[src/rtl/bf_envelope_detect_pkg.sv]
// bf_envelope_detect_pkg: shared widths, envelope tuning constants and FSM state encodings
package bf_envelope_detect_pkg;
  localparam int IN_W = 18;
  localparam int OUT_W = 8;
  localparam int AVG_LOG2 = 3;
  localparam int DEC = 4;
  localparam int SHIFT = 4;
  localparam int LINE_LEN = 256;
  localparam int FIFO_D = 4;
  localparam logic [1:0] S_IDLE = 2'd0;
  localparam logic [1:0] S_RUN = 2'd1;
  localparam logic [1:0] S_DRAIN = 2'd2;
endpackage

[src/rtl/bf_envelope_detect_if.sv]
// bf_envelope_detect_if: beamformed sample input (bf_data/bf_valid) and pixel valid/ready output (pix_data/pix_valid/pix_ready/pix_last)
interface bf_envelope_detect_if;
  import bf_envelope_detect_pkg::*;
  logic signed [IN_W-1:0] bf_data;
  logic bf_valid;
  logic [OUT_W-1:0] pix_data;
  logic pix_valid;
  logic pix_ready;
  logic pix_last;
  modport master (output bf_data, bf_valid, pix_ready, input pix_data, pix_valid, pix_last);
  modport slave (input bf_data, bf_valid, pix_ready, output pix_data, pix_valid, pix_last);
endinterface

[src/rtl/bf_envelope_detect_sync_fifo.sv]
// bf_envelope_detect_sync_fifo: pixel+last storage with full/empty flags, same-cycle push/pop; ports clk, reset, push, din, pop, dout (0 when empty), full, empty
module bf_envelope_detect_sync_fifo #(
  parameter int W = 9,
  parameter int D = 4
) (
  input  logic         clk,
  input  logic         reset,
  input  logic         push,
  input  logic [W-1:0] din,
  input  logic         pop,
  output logic [W-1:0] dout,
  output logic         full,
  output logic         empty
);
  localparam int AW = $clog2(D);
  logic [W-1:0] mem [D];
  logic [AW-1:0] wr, rd;
  logic [AW:0] cnt;
  logic wen, ren;
  always_comb begin
    empty = cnt == '0;
    full = cnt == (AW+1)'(D);
    ren = pop && !empty;
    wen = push && (!full || ren);
    dout = empty ? '0 : mem[rd];
  end
  always_ff @(posedge clk) begin
    if (reset) begin
      wr <= '0;
      rd <= '0;
      cnt <= '0;
    end else begin
      wr <= wr + AW'(wen);
      rd <= rd + AW'(ren);
      cnt <= cnt + (AW+1)'(wen) - (AW+1)'(ren);
    end
  end
  always_ff @(posedge clk)
    if (wen) mem[wr] <= din;
endmodule

[src/rtl/bf_envelope_detect.sv]
// bf_envelope_detect: rectify -> boxcar -> decimate -> gain shift -> saturate -> pixel FIFO for one scanline; ports clk, reset, line_start, bus (bf in / pix out), busy, overflow, debug_state
module bf_envelope_detect
  import bf_envelope_detect_pkg::*;
(
  input  logic                   clk,
  input  logic                   reset,
  input  logic                   line_start,
  bf_envelope_detect_if.slave    bus,
  output logic                   busy,
  output logic                   overflow,
  output logic [1:0]             debug_state
);
  localparam int WIN = 1 << AVG_LOG2;
  localparam int SW = IN_W - 1 + AVG_LOG2;
  localparam int DW = $clog2(DEC);
  localparam int PW = $clog2(LINE_LEN);
  logic [1:0] state;
  logic [IN_W-1:0] neg;
  logic [IN_W-2:0] abs_c, abs_r;
  logic [IN_W-2:0] win [WIN];
  logic [SW-1:0] sum, avg;
  logic [DW-1:0] dec_cnt;
  logic [PW-1:0] pix_cnt;
  logic [OUT_W-1:0] pix;
  logic [OUT_W:0] head;
  logic acc, start, v1, d1, v2, pop, full, empty, drop, last_pix;
  always_comb begin
    acc = bus.bf_valid && state == S_RUN;
    start = line_start && state == S_IDLE;
    neg = -bus.bf_data;
    abs_c = bus.bf_data[IN_W-1] ? (neg[IN_W-1] ? '1 : neg[IN_W-2:0]) : bus.bf_data[IN_W-2:0];
    avg = sum >> (AVG_LOG2 + SHIFT);
    pix = |avg[SW-1:OUT_W] ? '1 : avg[OUT_W-1:0];
    pop = !empty && bus.pix_ready;
    drop = v2 && full && !pop;
    last_pix = pix_cnt == PW'(LINE_LEN - 1);
  end
  always_ff @(posedge clk) begin
    if (reset || start) begin
      state <= reset ? S_IDLE : S_RUN;
      sum <= '0;
      dec_cnt <= '0;
      pix_cnt <= '0;
      abs_r <= '0;
      v1 <= 1'b0;
      d1 <= 1'b0;
      v2 <= 1'b0;
      overflow <= 1'b0;
      for (int i = 0; i < WIN; i++) win[i] <= '0;
    end else begin
      state <= (state == S_RUN && v2 && last_pix) ? S_DRAIN :
               (state == S_DRAIN && empty) ? S_IDLE : state;
      abs_r <= abs_c;
      v1 <= acc;
      d1 <= acc && dec_cnt == DW'(DEC - 1);
      v2 <= v1 && d1;
      if (acc) dec_cnt <= dec_cnt == DW'(DEC - 1) ? '0 : dec_cnt + DW'(1);
      if (v1) begin
        sum <= sum + SW'(abs_r) - SW'(win[WIN-1]);
        win[0] <= abs_r;
        for (int i = 1; i < WIN; i++) win[i] <= win[i-1];
      end
      if (v2) pix_cnt <= pix_cnt + PW'(1);
      overflow <= overflow | drop;
    end
  end
  bf_envelope_detect_sync_fifo #(.W(OUT_W + 1), .D(FIFO_D)) u_fifo (
    .clk(clk),
    .reset(reset),
    .push(v2),
    .din({last_pix, pix}),
    .pop(pop),
    .dout(head),
    .full(full),
    .empty(empty)
  );
  assign bus.pix_data = head[OUT_W-1:0];
  assign bus.pix_last = head[OUT_W];
  assign bus.pix_valid = !empty;
  assign busy = state != S_IDLE;
  assign debug_state = state;
endmodule

[src/flat_wrapper.sv]
// flat-port wrapper written by rule: the top's interface ports become plain ports
module bf_envelope_detect_flat import bf_envelope_detect_pkg::*;
  (clk, reset, line_start, busy, overflow, debug_state, bus_bf_data, bus_bf_valid, bus_pix_ready, bus_pix_data, bus_pix_valid, bus_pix_last);
  bf_envelope_detect_if bus_i ();
  input  logic clk;
  input  logic reset;
  input  logic line_start;
  output logic busy;
  output logic overflow;
  output logic [1:0] debug_state;
  input wire logic [$bits(bus_i.bf_data)-1:0] bus_bf_data;
  input wire logic [$bits(bus_i.bf_valid)-1:0] bus_bf_valid;
  input wire logic [$bits(bus_i.pix_ready)-1:0] bus_pix_ready;
  output wire logic [$bits(bus_i.pix_data)-1:0] bus_pix_data;
  output wire logic [$bits(bus_i.pix_valid)-1:0] bus_pix_valid;
  output wire logic [$bits(bus_i.pix_last)-1:0] bus_pix_last;
  assign bus_i.bf_data = bus_bf_data;
  assign bus_i.bf_valid = bus_bf_valid;
  assign bus_i.pix_ready = bus_pix_ready;
  assign bus_pix_data = bus_i.pix_data;
  assign bus_pix_valid = bus_i.pix_valid;
  assign bus_pix_last = bus_i.pix_last;
  bf_envelope_detect u_core (.clk(clk), .reset(reset), .line_start(line_start), .bus(bus_i), .busy(busy), .overflow(overflow), .debug_state(debug_state));
endmodule
[config.mk]
export PLATFORM = sky130hd
export DESIGN_NAME = bf_envelope_detect_flat
export DESIGN_NICKNAME = d
export VERILOG_FILES = /design/src/rtl/bf_envelope_detect_pkg.sv /design/src/rtl/bf_envelope_detect_if.sv /design/src/rtl/bf_envelope_detect_sync_fifo.sv /design/src/rtl/bf_envelope_detect.sv /design/src/flat_wrapper.sv
export SDC_FILE = /design/constraint.sdc
export NUM_CORES = 1
export LEC_CHECK = 0
export BUFFER_PORTS_ARGS = -buffer_cell sky130_fd_sc_hd__buf_4
export CORE_MARGIN = 5
export CORE_UTILIZATION = 30
export CTS_CLUSTER_DIAMETER = 100
export DETAILED_ROUTE_END_ITERATION = 10
export PLACE_DENSITY = 0.52
export SLEW_MARGIN = 20
export SYNTH_ARGS = -nofsm -noshare
export SYNTH_HDL_FRONTEND = slang
export SYNTH_HIERARCHICAL = 1
export SYNTH_SLANG_ARGS = --single-unit
[constraint.sdc]
create_clock -name clk -period 4.85 [get_ports clk]
set_input_delay 0.7275 -clock clk [delete_from_list [all_inputs] [get_ports clk]]
set_output_delay 0.7275 -clock clk [all_outputs]
set_load 0.02 [all_outputs]
==> qor_table.md <==
| Quantity | Value |
|:---|:---|
| Cell area after layout | 12000 µm² |
| Final hold violation count | 0 |
| # IOs | 37 |
| Summed instance area of the synthesized netlist | 10500 µm² |
| Worst min-delay path category | in2reg |
| Max-capacitance violation count | 0 |
| Sequential Area | 6390 µm² |
| Part of the power in the clock network | 0.386 |
| Worst Path Required | 5.19 ns |
| CTS Root Cell | sky130_fd_sc_hd__clkbuf_16 |
| Via count of the first global-routing pass | 6017 |
| Routed length per placed instance | 14.6 µm |
| Largest clock skew in the final design | 0.0114 ns |
| Leakage component of the power | 0.00497 µW |
| Placement-stage cell area | 11200 µm² |
| Switching part of the total | 0.248 |
| Critical path launch point type | flip-flop |
| Clock buffer count from CTS | 25 |
| Post-CTS Setup Inserts | 0 |
| Tightest Pin Transition | 1.05 ns |
| Final worst path period need | 3.08 ns |
| Highest clock frequency the design can meet | 0.324 GHz |
| Total iterations of the first detailed-routing run | 4 |
| Average footprint of a synthesized cell | 12.4 µm² |
| Portion of the clock cycle consumed by the worst path in the final layout | 0.636 |
| Number of cells produced by synthesis | 842 |
| Unrepaired setup endpoints after global routing | no |
| Post-detail-place hpwl | 12300 µm |
| Synthesis Warnings | 6 |
| First-pass GRT wire length | 32200 µm |
| Global router's overall resource usage | 0.0993 |
| Initial antenna violation count | 0 |
| Fillcell total | 3425 |
| 1st-iter DRT viols | 306 |
| Post-detailed-routing wire length | 19700 µm |
| Number of rows created at floorplan | 68 |
| DRC violations left | 0 |
| Number of nets with antenna violations after routing | 0 |
| Initial Util | 0.303 |
| Share of final-layout standard cells stronger than drive strength 1 | 0.119 |
| Number of nets produced by synthesis | 910 |
| Width of the die | 197 µm |
| Yosys top cell by area | sky130_fd_sc_hd__edfxtp_1 |
| Worst slew slack as a fraction of its limit | 0.295 |
| Commonest cells in the synthesized netlist | sky130_fd_sc_hd__edfxtp_1, sky130_fd_sc_hd__and3_1, sky130_fd_sc_hd__inv_1 |
| Number of nets in the layout | 939 |
| Largest net degree at the start of global routing | 75 |
| Crit-path max FO | 7 |
| Longest Clk Path Bufs | 3 |
| Cell internal pwr | 3690 µW |
| Layout-stage area growth over the synthesis result | 15.2% |
| Critical path data arrival time | 3.42 ns |
| Area share of the largest cell type after synthesis | 0.500 |
| Clock tree from TritonCTS | built |
| Vias post-DR | 6141 |
| Maximum ir drop on the vdd rail | 0.265 mV |
| Final GP Congestion | 0.784 |
| Status | finished clean |
| Most repeated cell in the gate-level netlist after synthesis | sky130_fd_sc_hd__edfxtp_1 |
| Cells resized by post-CTS repair | 0 |
| Switching power of the nets | 1220 µW |
| Gr ovfl total | 0 |
| Number of enable-type register cells in the synthesized netlist | 174 |
| Worst Setup Path Type | reg2reg |
| Total number of H-tree levels | 1 |
| Sequential fraction of design power | 0.474 |
| Core Area | 34500 µm² |
| CTS clock-pin slew for the worst setup and hold paths | 0.06 ns |
| Share of synthesized area occupied by flip-flops and latches | 0.611 |
| Critical path capture point type | flip-flop |
| Total number of clock tree sinks | 232 |
| Share of synthesized flip-flops with an asynchronous set or reset | 0 |
| Area of the multi-input gates | 3610 µm² |
| Die span in y | 197 µm |
| PortBufs | 36 |
| Pins over their slew limit | 0 |
| Number of diodes added for antenna fixing | 0 |
| Clock insertion delay at the later pin of the skew report | 0.51 ns |
| Power Total | 4910 µW |
| Post-CTS Hold Fix Bufs | 0 |
| Post-detailed-route via-to-cell ratio | 4.57 |
| Final setup viols | 0 |
| Power density relative to cell area | 408 nW/µm² |
| Logic gate share of total power | 0.139 |
| Die area | 38700 µm² |
| Setup slack of the worst register-to-register path | 1.77 ns |
| Main flop type after synthesis | sky130_fd_sc_hd__edfxtp_1 |
| Library cells used by synthesis | 63 |
| Count of state elements after synthesis | 232 |
| Top area cells in the synthesized netlist | sky130_fd_sc_hd__edfxtp_1, sky130_fd_sc_hd__dfxtp_1, sky130_fd_sc_hd__and3_1 |
| Post-Route Setup TNS | 0 ns |
critical path, cell delays in order (launching register included):
cell,delay (ns)
sky130_fd_sc_hd__dfxtp_1,0.35
sky130_fd_sc_hd__inv_1,0.10
sky130_fd_sc_hd__fa_1,0.54
sky130_fd_sc_hd__inv_1,0.04
sky130_fd_sc_hd__ha_1,0.37
sky130_fd_sc_hd__a21o_1,0.25
sky130_fd_sc_hd__a21o_1,0.19
sky130_fd_sc_hd__a221o_1,0.34
sky130_fd_sc_hd__a21o_1,0.19
sky130_fd_sc_hd__a221oi_2,0.29
sky130_fd_sc_hd__xor2_1,0.18
sky130_fd_sc_hd__o22ai_1,0.08
layer usage:
metal  global-route usage  routed length (µm)  share of wire
met1                0.148                9920           0.50
met2                0.154                8800           0.45
met3               0.0168                 563          0.029
met4               0.0203                 371          0.019
met5                    0                   0              0
path summary, 6_finish.rpt:
| kind | start | end | cells past startpoint |
|---|---|---|---|
| setup / recovery | u_core/abs_r[12]$_SDFF_PP0_ | u_core/sum[17]$_SDFFE_PP0P_ | 11 |
| hold / removal | bus_bf_data[16] | u_core/abs_r[16]$_SDFF_PP0_ | 2 |
| setup reg to reg | u_core/abs_r[12]$_SDFF_PP0_ | u_core/sum[17]$_SDFFE_PP0P_ | 11 |
| hold reg to reg | u_core/d1$_SDFF_PP0_ | u_core/v2$_SDFF_PP0_ | 1 |
metrics by stage:
stage | std cells | setup slack, ns | hold WS, ns | utilization
6_report | 1344 | 1.77 | 0.452 | 0.350
5_1_grt | 1344 | 1.56 | 0.446 | 0.350
4_1_cts | 1344 | 1.76 | 0.423 | 0.350
3_5_place_dp | 1299 | 1.79 | 0.445 | 0.326
3_3_place_gp | 1299 | 1.78 | 0.445 | 0.326
2_1_floorplan | 842 | 0.564 | 0.437 | -
sequential cells by signal, summed over array words and instances, names as in the netlist, 2 cells and up:
register / count
u_core/abs_r: 17
u_core/debug_state: 2
u_core/dec_cnt: 2
u_core/pix_cnt: 8
u_core/sum: 20
u_core/u_fifo/cnt: 3
u_core/u_fifo/mem: 36
u_core/u_fifo/rd: 2
u_core/u_fifo/wr: 2
u_core/win: 136
cells by family after synthesis:
| kind of cell | synth area share |
|---|---|
| AND/OR/NAND/NOR | 0.150 |
| flip-flops | 0.611 |
| buffers and inverters | 0.0471 |
| AO/OA/AOI/OAI | 0.0623 |
| adder cells (fa/ha/maj) | 0.0668 |
| XOR/XNOR | 0.0318 |
| multiplexers | 0.0310 |
power groups by stage:
stage | Combinational, µW | Clock [µW] | Sequential, µW
after floorplan | 511 | 0 | 2360
after global placement | 686 | 0 | 2370
after detailed placement | 686 | 0 | 2370
after CTS | 691 | 1960 | 2330
after global routing | 771 | 2040 | 2340
final | 685 | 1900 | 2330
area by class of cell:
cell class,count,area share
clock inverters,10,0.0104
well taps,455,0.0473
multi-input cells,483,0.299
inverters,85,0.0267
repair buffers,44,0.0285
clock buffers,35,0.0575
flip-flops and latches,232,0.530
cell usage in the layout (no fill, tap or decap), types with 5 or more instances in the layout:
cell type / instances
sky130_fd_sc_hd__clkbuf_1: 7
sky130_fd_sc_hd__nor3_1: 8
sky130_fd_sc_hd__o21ai_0: 14
sky130_fd_sc_hd__dfxtp_1: 57
sky130_fd_sc_hd__nor2_1: 59
sky130_fd_sc_hd__mux2i_1: 11
sky130_fd_sc_hd__inv_1: 83
sky130_fd_sc_hd__nand2_1: 30
sky130_fd_sc_hd__edfxtp_1: 174
sky130_fd_sc_hd__o21a_1: 5
sky130_fd_sc_hd__xor2_1: 22
sky130_fd_sc_hd__nand2b_1: 7
sky130_fd_sc_hd__a21oi_1: 26
sky130_fd_sc_hd__a31oi_1: 5
sky130_fd_sc_hd__or3_1: 6
sky130_fd_sc_hd__a21o_1: 7
sky130_fd_sc_hd__nand3_1: 7
sky130_fd_sc_hd__ha_1: 27
sky130_fd_sc_hd__nand4_1: 7
sky130_fd_sc_hd__o22ai_1: 5
sky130_fd_sc_hd__xnor2_1: 16
sky130_fd_sc_hd__fa_1: 18
sky130_fd_sc_hd__and3_1: 88
sky130_fd_sc_hd__buf_4: 43
sky130_fd_sc_hd__and2_1: 38
sky130_fd_sc_hd__nor2b_1: 16
sky130_fd_sc_hd__clkbuf_16: 25
sky130_fd_sc_hd__mux4_2: 9
No activity file was read; power rests on OpenSTA's default activity.
